### src/rtl/dpr_arb_pkg.sv
// dpr_arb_pkg: shared defaults, port-select encoding and read-tag type for the dual-port RAM arbiter
package dpr_arb_pkg;
  localparam int NUM_REQ_DEF = 4;
  localparam int ADDR_SIZE_DEF = 8;
  localparam int DATA_SIZE_DEF = 8;
  localparam int IDX_W = 3;
  typedef enum logic {
    PORT_A = 1'b0,
    PORT_B = 1'b1
  } port_sel_t;
  typedef struct packed {
    logic             valid;
    port_sel_t        port;
    logic [IDX_W-1:0] index;
  } rd_tag_t;
endpackage

### src/rtl/dpr_port_arbiter_if.sv
// dpr_port_arbiter_if: requester-side request/grant/read-return bundle of the arbiter
interface dpr_port_arbiter_if #(
  parameter int NUM_REQ = dpr_arb_pkg::NUM_REQ_DEF,
  parameter int ADDR_SIZE = dpr_arb_pkg::ADDR_SIZE_DEF,
  parameter int DATA_SIZE = dpr_arb_pkg::DATA_SIZE_DEF
) ();
  logic [NUM_REQ-1:0]           req;
  logic [NUM_REQ-1:0]           we;
  logic [NUM_REQ*ADDR_SIZE-1:0] addr;
  logic [NUM_REQ*DATA_SIZE-1:0] wdata;
  logic [NUM_REQ-1:0]           gnt;
  logic [NUM_REQ-1:0]           rvalid;
  logic [NUM_REQ*DATA_SIZE-1:0] rdata;
  modport master (output req, we, addr, wdata, input gnt, rvalid, rdata);
  modport slave (input req, we, addr, wdata, output gnt, rvalid, rdata);
endinterface

### src/rtl/dpr_port_arbiter_rr_pick.sv
// rr_pick: circular find-first-set, returns the lowest set index at or after start
module rr_pick #(
  parameter int N = 4,
  parameter int W = $clog2(N)
) (
  input  logic [N-1:0] req,
  input  logic [W-1:0] start,
  output logic         found,
  output logic [W-1:0] idx
);
  logic [N-1:0] rot;
  logic [W-1:0] off;
  logic [W:0]   sum;
  always_comb begin
    rot = N'({req, req} >> start);
    off = '0;
    for (int k = N - 1; k >= 0; k--) if (rot[k]) off = W'(k);
    sum = {1'b0, start} + {1'b0, off};
    idx = (sum >= (W+1)'(N)) ? W'(sum - (W+1)'(N)) : W'(sum);
    found = |req;
  end
endmodule

### src/rtl/dpr_port_arbiter.sv
// dpr_port_arbiter: round-robin arbiter mapping up to two requesters per cycle onto a dual-port RAM
module dpr_port_arbiter
  import dpr_arb_pkg::*;
#(
  parameter int NUM_REQ = NUM_REQ_DEF,
  parameter int ADDR_SIZE = ADDR_SIZE_DEF,
  parameter int DATA_SIZE = DATA_SIZE_DEF
) (
  input  logic                 clk,
  input  logic                 reset,
  dpr_port_arbiter_if.slave    bus,
  output logic                 en_a,
  output logic                 we_a,
  output logic [ADDR_SIZE-1:0] addr_a,
  output logic [DATA_SIZE-1:0] din_a,
  output logic                 en_b,
  output logic                 we_b,
  output logic [ADDR_SIZE-1:0] addr_b,
  output logic [DATA_SIZE-1:0] din_b,
  input  logic [DATA_SIZE-1:0] dout_a,
  input  logic [DATA_SIZE-1:0] dout_b,
  output logic [15:0]          conflict_cnt
);
  localparam int IW = $clog2(NUM_REQ);
  logic [IW-1:0]        rr_ptr, idx_a, idx_b, nxt_a, last;
  logic                 found_a, found_b, conflict;
  logic [NUM_REQ-1:0]   req_b;
  logic [ADDR_SIZE-1:0] addr_v [NUM_REQ];
  logic [DATA_SIZE-1:0] wdata_v [NUM_REQ];
  rd_tag_t              tag_a, tag_b;
  function automatic logic [IW-1:0] wrap_inc(input logic [IW-1:0] i);
    return (i == IW'(NUM_REQ - 1)) ? '0 : i + IW'(1);
  endfunction
  for (genvar g = 0; g < NUM_REQ; g++) begin : g_unpack
    assign addr_v[g] = bus.addr[g*ADDR_SIZE +: ADDR_SIZE];
    assign wdata_v[g] = bus.wdata[g*DATA_SIZE +: DATA_SIZE];
  end
  rr_pick #(.N(NUM_REQ)) u_pick_a (.req(bus.req), .start(rr_ptr), .found(found_a), .idx(idx_a));
  assign nxt_a = wrap_inc(idx_a);
  // the second search starts just past the first winner with that winner removed
  assign req_b = bus.req & ~(NUM_REQ'(1) << idx_a);
  rr_pick #(.N(NUM_REQ)) u_pick_b (.req(req_b), .start(nxt_a), .found(found_b), .idx(idx_b));
  always_comb begin
    conflict = reset && found_b && addr_v[idx_b] == addr_v[idx_a] && (bus.we[idx_a] || bus.we[idx_b]);
    en_a = reset && found_a;
    we_a = en_a && bus.we[idx_a];
    addr_a = en_a ? addr_v[idx_a] : '0;
    din_a = en_a ? wdata_v[idx_a] : '0;
    en_b = reset && found_b && !conflict;
    we_b = en_b && bus.we[idx_b];
    addr_b = en_b ? addr_v[idx_b] : '0;
    din_b = en_b ? wdata_v[idx_b] : '0;
    bus.gnt = (NUM_REQ'(en_a) << idx_a) | (NUM_REQ'(en_b) << idx_b);
    last = en_b ? idx_b : idx_a;
  end
  // read data lands one cycle after the grant; the tag remembers which port and requester own it
  always_comb begin
    bus.rvalid = '0;
    bus.rdata = '0;
    for (int i = 0; i < NUM_REQ; i++) begin
      if (tag_a.valid && tag_a.index == IDX_W'(i)) begin
        bus.rvalid[i] = 1'b1;
        bus.rdata[i*DATA_SIZE +: DATA_SIZE] = (tag_a.port == PORT_B) ? dout_b : dout_a;
      end
      if (tag_b.valid && tag_b.index == IDX_W'(i)) begin
        bus.rvalid[i] = 1'b1;
        bus.rdata[i*DATA_SIZE +: DATA_SIZE] = (tag_b.port == PORT_B) ? dout_b : dout_a;
      end
    end
  end
  always_ff @(posedge clk or negedge reset)
    if (!reset) begin
      rr_ptr <= '0;
      tag_a <= '0;
      tag_b <= '0;
      conflict_cnt <= '0;
    end else begin
      if (en_a) rr_ptr <= wrap_inc(last);
      tag_a <= '{valid: en_a && !we_a, port: PORT_A, index: IDX_W'(idx_a)};
      tag_b <= '{valid: en_b && !we_b, port: PORT_B, index: IDX_W'(idx_b)};
      if (conflict && conflict_cnt != 16'hFFFF) conflict_cnt <= conflict_cnt + 16'd1;
    end
endmodule

### src/flat_wrapper.sv
// flat-port wrapper written by rule: the top's interface ports become plain ports
module dpr_port_arbiter_flat import dpr_arb_pkg::*;
#(
  parameter int NUM_REQ = NUM_REQ_DEF,
  parameter int ADDR_SIZE = ADDR_SIZE_DEF,
  parameter int DATA_SIZE = DATA_SIZE_DEF
)
  (clk, reset, en_a, we_a, addr_a, din_a, en_b, we_b, addr_b, din_b, dout_a, dout_b, conflict_cnt, bus_req, bus_we, bus_addr, bus_wdata, bus_gnt, bus_rvalid, bus_rdata);
  dpr_port_arbiter_if #(.NUM_REQ(NUM_REQ), .ADDR_SIZE(ADDR_SIZE), .DATA_SIZE(DATA_SIZE)) bus_i ();
  input  logic clk;
  input  logic reset;
  output logic en_a;
  output logic we_a;
  output logic [ADDR_SIZE-1:0] addr_a;
  output logic [DATA_SIZE-1:0] din_a;
  output logic en_b;
  output logic we_b;
  output logic [ADDR_SIZE-1:0] addr_b;
  output logic [DATA_SIZE-1:0] din_b;
  input  logic [DATA_SIZE-1:0] dout_a;
  input  logic [DATA_SIZE-1:0] dout_b;
  output logic [15:0] conflict_cnt;
  input wire logic [$bits(bus_i.req)-1:0] bus_req;
  input wire logic [$bits(bus_i.we)-1:0] bus_we;
  input wire logic [$bits(bus_i.addr)-1:0] bus_addr;
  input wire logic [$bits(bus_i.wdata)-1:0] bus_wdata;
  output wire logic [$bits(bus_i.gnt)-1:0] bus_gnt;
  output wire logic [$bits(bus_i.rvalid)-1:0] bus_rvalid;
  output wire logic [$bits(bus_i.rdata)-1:0] bus_rdata;
  assign bus_i.req = bus_req;
  assign bus_i.we = bus_we;
  assign bus_i.addr = bus_addr;
  assign bus_i.wdata = bus_wdata;
  assign bus_gnt = bus_i.gnt;
  assign bus_rvalid = bus_i.rvalid;
  assign bus_rdata = bus_i.rdata;
  dpr_port_arbiter #(.NUM_REQ(NUM_REQ), .ADDR_SIZE(ADDR_SIZE), .DATA_SIZE(DATA_SIZE)) u_core (.clk(clk), .reset(reset), .bus(bus_i), .en_a(en_a), .we_a(we_a), .addr_a(addr_a), .din_a(din_a), .en_b(en_b), .we_b(we_b), .addr_b(addr_b), .din_b(din_b), .dout_a(dout_a), .dout_b(dout_b), .conflict_cnt(conflict_cnt));
endmodule
### config.mk
export PLATFORM = sky130hd
export DESIGN_NAME = dpr_port_arbiter_flat
export DESIGN_NICKNAME = d
export VERILOG_FILES = /design/src/rtl/dpr_arb_pkg.sv /design/src/rtl/dpr_port_arbiter_if.sv /design/src/rtl/dpr_port_arbiter_rr_pick.sv /design/src/rtl/dpr_port_arbiter.sv /design/src/flat_wrapper.sv
export SDC_FILE = /design/constraint.sdc
export NUM_CORES = 1
export LEC_CHECK = 0
export CAP_MARGIN = 20
export CORE_ASPECT_RATIO = 0.9
export CORE_MARGIN = 4
export CORE_UTILIZATION = 44
export DETAILED_ROUTE_END_ITERATION = 10
export PLACE_DENSITY = 0.83
export SYNTH_ARGS = -nofsm -noshare
export SYNTH_HDL_FRONTEND = slang
export SYNTH_SLANG_ARGS = --single-unit
### constraint.sdc
create_clock -name clk -period 17.2 [get_ports clk]
set_input_delay 4.3 -clock clk [delete_from_list [all_inputs] [get_ports clk]]
set_output_delay 4.3 -clock clk [all_outputs]
set_load 0.01 [all_outputs]
==> results.py, run 1 <==
metrics = {
    "timing": {
        "finalClockSkew_ns": 0.00141,
        "period_share": 0.966,
        "setup-tns-final_ns": 0,
        "rsz0062_at_grt": "no",
        "timing.slew.headroom": 0.434,
        "finalMaxSlewViolations": 0,
        "tightest_slew_ns": 0.846,
        "finalCriticalPeriod_ns": 16.61,
        "setup-violations-final": 0,
        "fmax_mhz": 60.2,
        "hold_violations": 0,
    },
    "route": {
        "wire_per_inst_um": 20.2,
        "ant_nets": 0,
        "via_count": 4926,
        "drtPass1Iterations": 5,
        "route.detailed.drc": 0,
        "via_per_inst": 6.29,
        "drt_iter0_drc": 347,
        "wl_mm": 15.8,
    },
    "logic_synthesis": {
        "synth_top_area_share": 0.151,
        "synthSimpleGateAreaFrac": 0.293,
        "synth_edf_count": 0,
        "synthCells": 495,
        "synth_area_mm2": 0.00415,
        "ys_seq_area_frac": 0.151,
        "yosys_register_bits": 25,
        "synth_area_leaders": "dfrtp_1, mux4_2, a22o_1, nor2_1, and2_1",
        "yosysTopAreaCell": "dfrtp_1",
        "synth_common_cells": "nor2_1, nand2_1, a22o_1",
        "synth-async-reset-ratio": 1.00,
        "synth_top_family_by_area": "simple AND/OR/NAND/NOR gates",
        "avgSynthCellArea_um2": 8.37,
        "synth_top_flop_cell": "dfrtp_1",
        "yosysWarnings": 0,
        "synth_cell_types": 81,
        "yosysMostFrequentCell": "nor2_1",
        "synth_nets": 589,
        "synth_compound_area_frac": 0.270,
        "synth_fa_ha_area_frac": 0.0121,
        "synthXorXnorAreaFrac": 0.0459,
        "muxShareOfSynthArea": 0.180,
    },
    "finish": {
        "fin_area_mm2": 0.00608,
        "drive_above_1_share": 0.101,
        "num-fill-cells": 768,
        "final_util": 0.664,
        "diodes": 0,
        "area_growth_pct": 46.8,
        "finalNetCount": 756,
    },
    "floorplan": {
        "coreArea_mm2": 0.00917,
        "initial_utilization": 0.452,
        "dieArea_mm2": 0.0110,
        "die_w_um": 110,
        "num_io_pins": 182,
        "fp.dieH_um": 100,
        "rows": 33,
    },
    "global_routing": {
        "grt-ovfl-total": 0,
        "grt_pass1_wl_mm": 24.4,
        "antenna_found_initial": 0,
        "grt_max_degree": 28,
        "first_global_vias": 4807,
        "grt_use_total": 0.276,
    },
    "cts": {
        "root_buffer": "clkbuf_8",
        "cts_max_level": 1,
        "cts.clk_slew.worst_paths_ns": 0.09,
        "cts_buffers": 3,
        "clock_sinks": 25,
        "clockBufferDepth": 2,
        "clk-insertion-delay-late_ns": 0.27,
        "tritoncts": "built",
    },
    "place": {
        "dp_hpwl_mm": 12.7,
        "io_buffers": 181,
        "gp_congestion": 0.972,
        "placed_cell_area_mm2": 0.00603,
    },
    "critical_path": {
        "cp.arrival_ns": 12.31,
        "critPathMaxFanout": 15,
        "cp-start-kind": "input pin",
        "worstSetupPathType": "in2out",
        "crit_required_ns": 12.90,
        "worstSetupEndpointType": "output port",
    },
    "status": {
        "status": "complete, no violations",
    },
    "hold_path": {
        "hp-class": "reg2reg",
    },
    "run": {
        "cap_viol_max_count": 0,
    },
}
[layout by cell type, fill, tap and decap left out, types with 7 or more instances in the layout]
cell             netlist  final
buf_4                  2      7
o32ai_1                7      7
nand4_1                9      9
and3_1                16     16
inv_1                 12     12
xnor2_1               17     17
clkdlybuf4s50_1        0    181
nor2_1                47     47
a21oi_1               11     11
a22o_1                32     32
mux4_2                25     25
nand2_1               39     39
o22ai_1                7      7
nand3_1               20     20
and2_1                28     28
nor3_1                15     15
o21ai_0               15     15
dfrtp_1               25     25
mux2i_1               15     15
[registers in the layout (all words and copies together) (netlist names)]
register             flops
u_core.conflict_cnt     16
u_core.rr_ptr            2
u_core.tag_a             3
u_core.tag_b             4
[routing by layer]
metal,up-vias,GRT usage,share of wire
met5,-,0,0
met4,0,0.0777,0.024
met3,28,0.0566,0.095
met2,253,0.505,0.51
met1,2365,0.325,0.37
li1,2280,-,-
[worst max-delay path: stages]
cell and delay (ns):
clkdlybuf4s50_1 0.62, inv_1 0.19, nand3_1 0.12, o311ai_0 0.12
o21ai_0 0.11, o221ai_1 0.14, ha_2 0.24, xnor2_2 0.23
nor4_4 0.53, nor2_1 0.22, ha_1 0.39, or4_1 0.64
and2_1 0.37, o22ai_1 0.26, ha_2 0.42, inv_1 0.23
o21ai_0 0.12, a311o_1 0.33, a2111oi_1 0.65, or3_1 0.20
o2111ai_1 0.25, nor4_4 0.23, or2_1 0.42, inv_4 0.16
a32o_1 0.29, clkdlybuf4s50_1 0.48
[cell families (layout without fill, tap and decap cells)]
group,count (synthesis),in the layout
buffers and inverters,42,208
adders and majority gates,4,4
AOI/OAI and AO/OA,141,141
and+or+nand+nor,219,219
muxes,43,43
other,1,1
DFF,25,25
xor gates and xnor gates,20,20
[path summary, 6_finish.rpt]
| check | to | cells after the start | slack, ns | start |
|---|---|---|---|---|
| max in group asynchronous | u_core.tag_b[4] | 2 | 12.57 | reset |
| min reg2reg | u_core.conflict_cnt[8] | 1 | 0.49 | u_core.conflict_cnt[8] |
| min | u_core.conflict_cnt[8] | 1 | 0.49 | u_core.conflict_cnt[8] |
| max | bus_gnt[2] | 26 | 0.59 | bus_req[3] |
| max reg2reg | u_core.conflict_cnt[1] | 23 | 9.90 | u_core.rr_ptr[0] |
| min in group asynchronous | u_core.conflict_cnt[5] | 2 | 4.39 | reset |
[final cells by class]
cell class,instances,area (µm²),share of cell area
clock buffers,3,41.3,0.00679
clock inverters,1,7.51,0.00123
inverters,16,62.6,0.0103
multi-input cells,428,3330,0.547
flip-flops and latches,25,626,0.103
well taps,122,153,0.0251
repair buffers,188,1860,0.306
[timing repair]
| action | 4_1_cts | 5_1_grt |
|---|---|---|
| endpoints found under the setup margin | 0 | 20 |
| hold buffers | 0 | 0 |
| buffers inserted | 0 | 0 |
| resized for setup | 0 | 2 |
[through the flow]
| stage | worst slack (ns) | cells | hold WS, ns |
|---|---|---|---|
| after floorplan | 2.46 | 495 | 0.518 |
| after global placement | 0.607 | 779 | 0.478 |
| after detailed placement | 0.496 | 779 | 0.485 |
| after CTS | 0.452 | 783 | 0.497 |
| after global routing | 0.0107 | 783 | 0.514 |
| final | 0.589 | 783 | 0.491 |
Power of run 1 is not shown: default switching activity piles up to over one toggle a cycle in this logic, so the estimate is an artifact.
==> inputs of run 2 (changes only) <==
- CORE_MARGIN: 4 -> 5
- MAX_ROUTING_LAYER: default -> met4
==> results.py, run 2 (synthesis gave the netlist of run 1 again) <==
metrics = {
    "timing": {
        "setup-tns-final_ns": 0,
        "hold_violations": 0,
        "finalClockSkew_ns": 0.00382,
        "period_share": 0.965,
        "tightest_slew_ns": 0.730,
        "finalMaxSlewViolations": 0,
        "timing.slew.headroom": 0.500,
        "rsz0062_at_grt": "no",
        "setup-violations-final": 0,
        "fmax_mhz": 60.3,
        "finalCriticalPeriod_ns": 16.60,
    },
    "global_routing": {
        "grt_pass1_wl_mm": 24.9,
        "antenna_found_initial": 0,
        "grt-ovfl-total": 0,
        "first_global_vias": 4734,
        "grt_use_total": 0.271,
        "grt_max_degree": 28,
    },
    "critical_path": {
        "r2r_end": "u_core.conflict_cnt[1]",
        "critPathBufInv": 5,
        "slowest_delay_ns": 0.64,
        "r2r-start": "u_core.rr_ptr[0]",
        "worstSetupEndpointType": "output port",
        "rr_worst_depth": 23,
        "cp_top_family": "simple AND/OR/NAND/NOR gates",
        "cp-start-kind": "input pin",
        "cp.arrival_ns": 12.30,
        "critPathSlowestCell": "or4_1",
        "crit_required_ns": 12.90,
        "critPathMaxFanout": 18,
        "worstSetupPathType": "in2out",
        "reg2reg_slack_ns": 9.83,
    },
    "hold_path": {
        "whs_path_depth": 1,
        "holdPathEnd": "u_core.conflict_cnt[13]",
        "hp-class": "reg2reg",
        "hp-start": "u_core.conflict_cnt[13]",
    },
    "status": {
        "status": "complete, no violations",
    },
    "route": {
        "via_count": 4952,
        "drt_iter0_drc": 396,
        "wl_mm": 16.0,
        "route.detailed.drc": 0,
        "drtPass1Iterations": 5,
        "wire_per_inst_um": 20.3,
        "ant_nets": 0,
        "via_per_inst": 6.30,
    },
    "floorplan": {
        "rows": 33,
        "initial_utilization": 0.452,
        "num_io_pins": 182,
        "die_w_um": 112,
        "coreArea_mm2": 0.00917,
        "dieArea_mm2": 0.0115,
        "fp.dieH_um": 102,
    },
    "cts": {
        "cts_max_level": 1,
        "cts.clk_slew.worst_paths_ns": 0.09,
        "clockBufferDepth": 2,
        "cts_buffers": 3,
        "ctsHoldBuffers": 0,
        "root_buffer": "clkbuf_8",
        "clock_sinks": 25,
        "tritoncts": "built",
        "clk-insertion-delay-late_ns": 0.27,
    },
    "finish": {
        "largest_reg_flops": 16,
        "mostFrequentLayoutCells": "clkdlybuf4s50_1, nor2_1, nand2_1, a22o_1, and2_1",
        "area_growth_pct": 47.3,
        "largest_register": "u_core.conflict_cnt",
        "top_regs": "u_core.conflict_cnt: 16 flops, u_core.tag_b: 4 flops, u_core.tag_a: 3 flops",
        "finalNetCount": 758,
        "layout_commonest_cell": "clkdlybuf4s50_1",
        "drive_above_1_share": 0.104,
    },
    "place": {
        "gp_congestion": 0.981,
        "io_buffers": 181,
        "dp_hpwl_mm": 12.8,
    },
    "run": {
        "cap_viol_max_count": 0,
    },
}
## run 2: changes by cell type in the layout (fill, tap and decap cells not counted), sizes merged
cell / previous run / this run
buf: 7 / 9
diode: 0 / 1
## run 2: layout make-up
cell class,instances,area (µm²)
inverters,16,62.6
flip-flops and latches,25,626
multi-input cells,428,3330
clock inverters,1,7.51
diodes,1,2.50
clock buffers,3,41.3
repair buffers,190,1880
fillers,785,3060
well taps,122,153
## run 2: timing repair
item | in CTS | in global routing
gates resized for setup | 0 | 3
setup endpoints to repair | 0 | 20
buffers inserted | 0 | 0
## run 2: through the flow
stage	hold slack (ns)	std cells	area [µm²]	util	worst slack, ns
after CTS	0.496	785	6090	0.665	0.336
after global placement	0.478	781	6040	0.659	0.559
after global routing	0.511	785	6100	0.666	0.161
after detailed placement	0.482	781	6040	0.659	0.401
final	0.498	786	6100	0.666	0.604
after floorplan	0.518	495	4150	-	2.46
## run 2: worst max path at each step
stage | slack (ns) | endpoint | from | depth (start not counted)
after detailed placement | 0.40 | bus_gnt[2] | bus_req[3] | 26
after global routing | 0.16 | bus_gnt[2] | bus_req[3] | 26
final | 0.60 | bus_gnt[2] | bus_req[3] | 26
after floorplan | 2.46 | din_b[0] | bus_req[2] | 27
after global placement | 0.56 | bus_gnt[2] | bus_req[3] | 26
after CTS | 0.34 | bus_gnt[2] | bus_req[3] | 26
## run 2: routing by layer
layer / global-route usage / share of wire / vias up
met1: 0.332 / 0.40 / 2370
met5: - / 0 / -
met4: 0.0684 / 0.013 / 0
li1: - / - / 2285
met3: 0.0278 / 0.075 / 20
met2: 0.485 / 0.52 / 277
Power of run 2 is left out for the same reason.
==> inputs of run 3 (changes only) <==
- CORE_UTILIZATION: 44 -> 45
- DONT_BUFFER_PORTS: default -> 1
- PLACE_DENSITY: 0.83 -> default
- REMOVE_ABC_BUFFERS: default -> 1
==> results.py, run 3 (synthesis gave the netlist of run 1 again) <==
metrics = {
    "route": {
        "drt_iter0_drc": 416,
        "ant_nets": 0,
        "via_count": 4192,
        "wl_mm": 13.6,
        "via_per_inst": 7.01,
        "route.detailed.drc": 0,
        "wire_per_inst_um": 22.8,
        "drtPass1Iterations": 5,
    },
    "finish": {
        "drive_above_1_share": 0.128,
        "layout_commonest_cell": "nor2_1",
        "mostFrequentLayoutCells": "nor2_1, nand2_1, a22o_1, and2_1",
        "num-fill-cells": 859,
        "seq_area_um2": 626,
        "area_growth_pct": 2.11,
        "final_util": 0.468,
        "multiInputGateArea_mm2": 0.00333,
        "top_regs": "u_core.conflict_cnt: 16 flops, u_core.tag_b: 4 flops, u_core.tag_a: 3 flops",
        "largest_reg_flops": 16,
        "largest_register": "u_core.conflict_cnt",
        "finalNetCount": 570,
    },
    "floorplan": {
        "num_io_pins": 182,
        "die_w_um": 111,
        "fp.dieH_um": 101,
        "rows": 33,
        "initial_utilization": 0.458,
        "coreArea_mm2": 0.00904,
        "dieArea_mm2": 0.0112,
    },
    "place": {
        "gp_congestion": 0.916,
        "dp_hpwl_mm": 10.4,
        "io_buffers": 0,
    },
    "timing": {
        "hold_violations": 0,
        "fmax_mhz": 62.8,
        "finalMaxSlewViolations": 0,
        "tightest_slew_ns": 0.971,
        "period_share": 0.926,
        "setup-tns-final_ns": 0,
        "finalCriticalPeriod_ns": 15.93,
        "setup-violations-final": 0,
        "rsz0062_at_grt": "no",
        "timing.slew.headroom": 0.353,
        "finalClockSkew_ns": 0.00163,
    },
    "critical_path": {
        "crit_required_ns": 12.90,
        "rr_worst_depth": 22,
        "r2r_end": "u_core.rr_ptr[0]",
        "r2r-start": "u_core.rr_ptr[0]",
        "reg2reg_slack_ns": 9.59,
        "cp.arrival_ns": 11.63,
        "worstSetupPathType": "in2out",
        "worstSetupEndpointType": "output port",
        "critPathMaxFanout": 41,
        "cp-start-kind": "input pin",
    },
    "global_routing": {
        "antenna_found_initial": 1,
        "first_global_vias": 4084,
        "grt_pass1_wl_mm": 21.5,
        "grt_use_total": 0.236,
        "grt_max_degree": 42,
        "grt-ovfl-total": 0,
    },
    "hold_path": {
        "hp-start": "u_core.conflict_cnt[13]",
        "holdPathEnd": "u_core.conflict_cnt[13]",
        "hp-class": "reg2reg",
        "whs_path_depth": 1,
    },
    "run": {
        "cap_viol_max_count": 0,
    },
    "cts": {
        "cts.repair.resized": 0,
        "clk-insertion-delay-late_ns": 0.26,
        "clockBufferDepth": 2,
        "cts_max_level": 1,
        "cts_buffers": 3,
        "cts_setup_buffers": 0,
        "ctsHoldBuffers": 0,
        "clock_sinks": 25,
        "cts.clk_slew.worst_paths_ns": 0.08,
        "root_buffer": "clkbuf_8",
        "tritoncts": "built",
    },
    "status": {
        "status": "complete, no violations",
    },
}
[run 3: changes by cell type in the layout (fill, tap and decap cells not counted), sizes merged]
cell           before  now
clkdlybuf4s50     181    0
buf                 9    2
clkbuf              3    4
clkinvlp            1    0
[run 3: layer usage]
metal	part of all wire	GRT usage	wire length, µm
met1	0.40	0.300	5480
met4	0.020	0.0608	267
met5	0	-	0
met2	0.48	0.386	6580
met3	0.096	0.0498	1310
[run 3: how the worst max path moves through the flow]
stage	from	endpoint	slack (ns)	cells after the start
floorplan	bus_req[3]	bus_gnt[2]	1.43	20
global placement	bus_req[3]	bus_gnt[2]	1.57	23
detailed placement	bus_req[3]	bus_gnt[2]	1.32	24
CTS	bus_req[3]	bus_gnt[2]	1.32	24
global route	bus_req[3]	bus_gnt[2]	0.64	25
finish	bus_req[3]	bus_gnt[2]	1.27	24
[run 3: worst max-delay path, stage by stage]
cell      delay (ns)
inv_1           0.15
nand3_1         0.10
o311ai_0        0.11
o21ai_0         0.13
o221ai_1        0.10
ha_2            0.27
xnor2_2         0.16
nor4_4          0.52
nor2_1          0.21
ha_1            0.39
or4_1           0.64
and2_1          0.36
o22ai_1         0.22
ha_2            0.79
mux2i_1         0.34
o22ai_1         0.11
or4_1           0.49
o31a_1          0.12
or4_4           0.55
nor4_4          0.26
buf_4           0.26
or2_1           0.45
inv_4           0.18
a32o_1          0.37
[run 3: cell type report]
cell class | count | share of cell area
multi-input combinational | 428 | 0.787
sequential | 25 | 0.148
antenna | 1 | 0.000591
inverter | 16 | 0.0148
clock buffer | 4 | 0.0106
timing repair buffer | 2 | 0.00355
tap | 122 | 0.0361
[run 3: stage by stage]
| step | hold slack (ns) | instance area (µm²) | std cells | setup slack (ns) |
|---|---|---|---|---|
| after CTS | 0.558 | 4230 | 597 | 1.32 |
| after floorplan | 0.518 | 4010 | 469 | 1.43 |
| after global routing | 0.592 | 4230 | 598 | 0.641 |
| after global placement | 0.540 | 4190 | 593 | 1.57 |
| after detailed placement | 0.546 | 4190 | 593 | 1.32 |
| final | 0.550 | 4230 | 598 | 1.27 |
Power of run 3 is left out for the same reason.
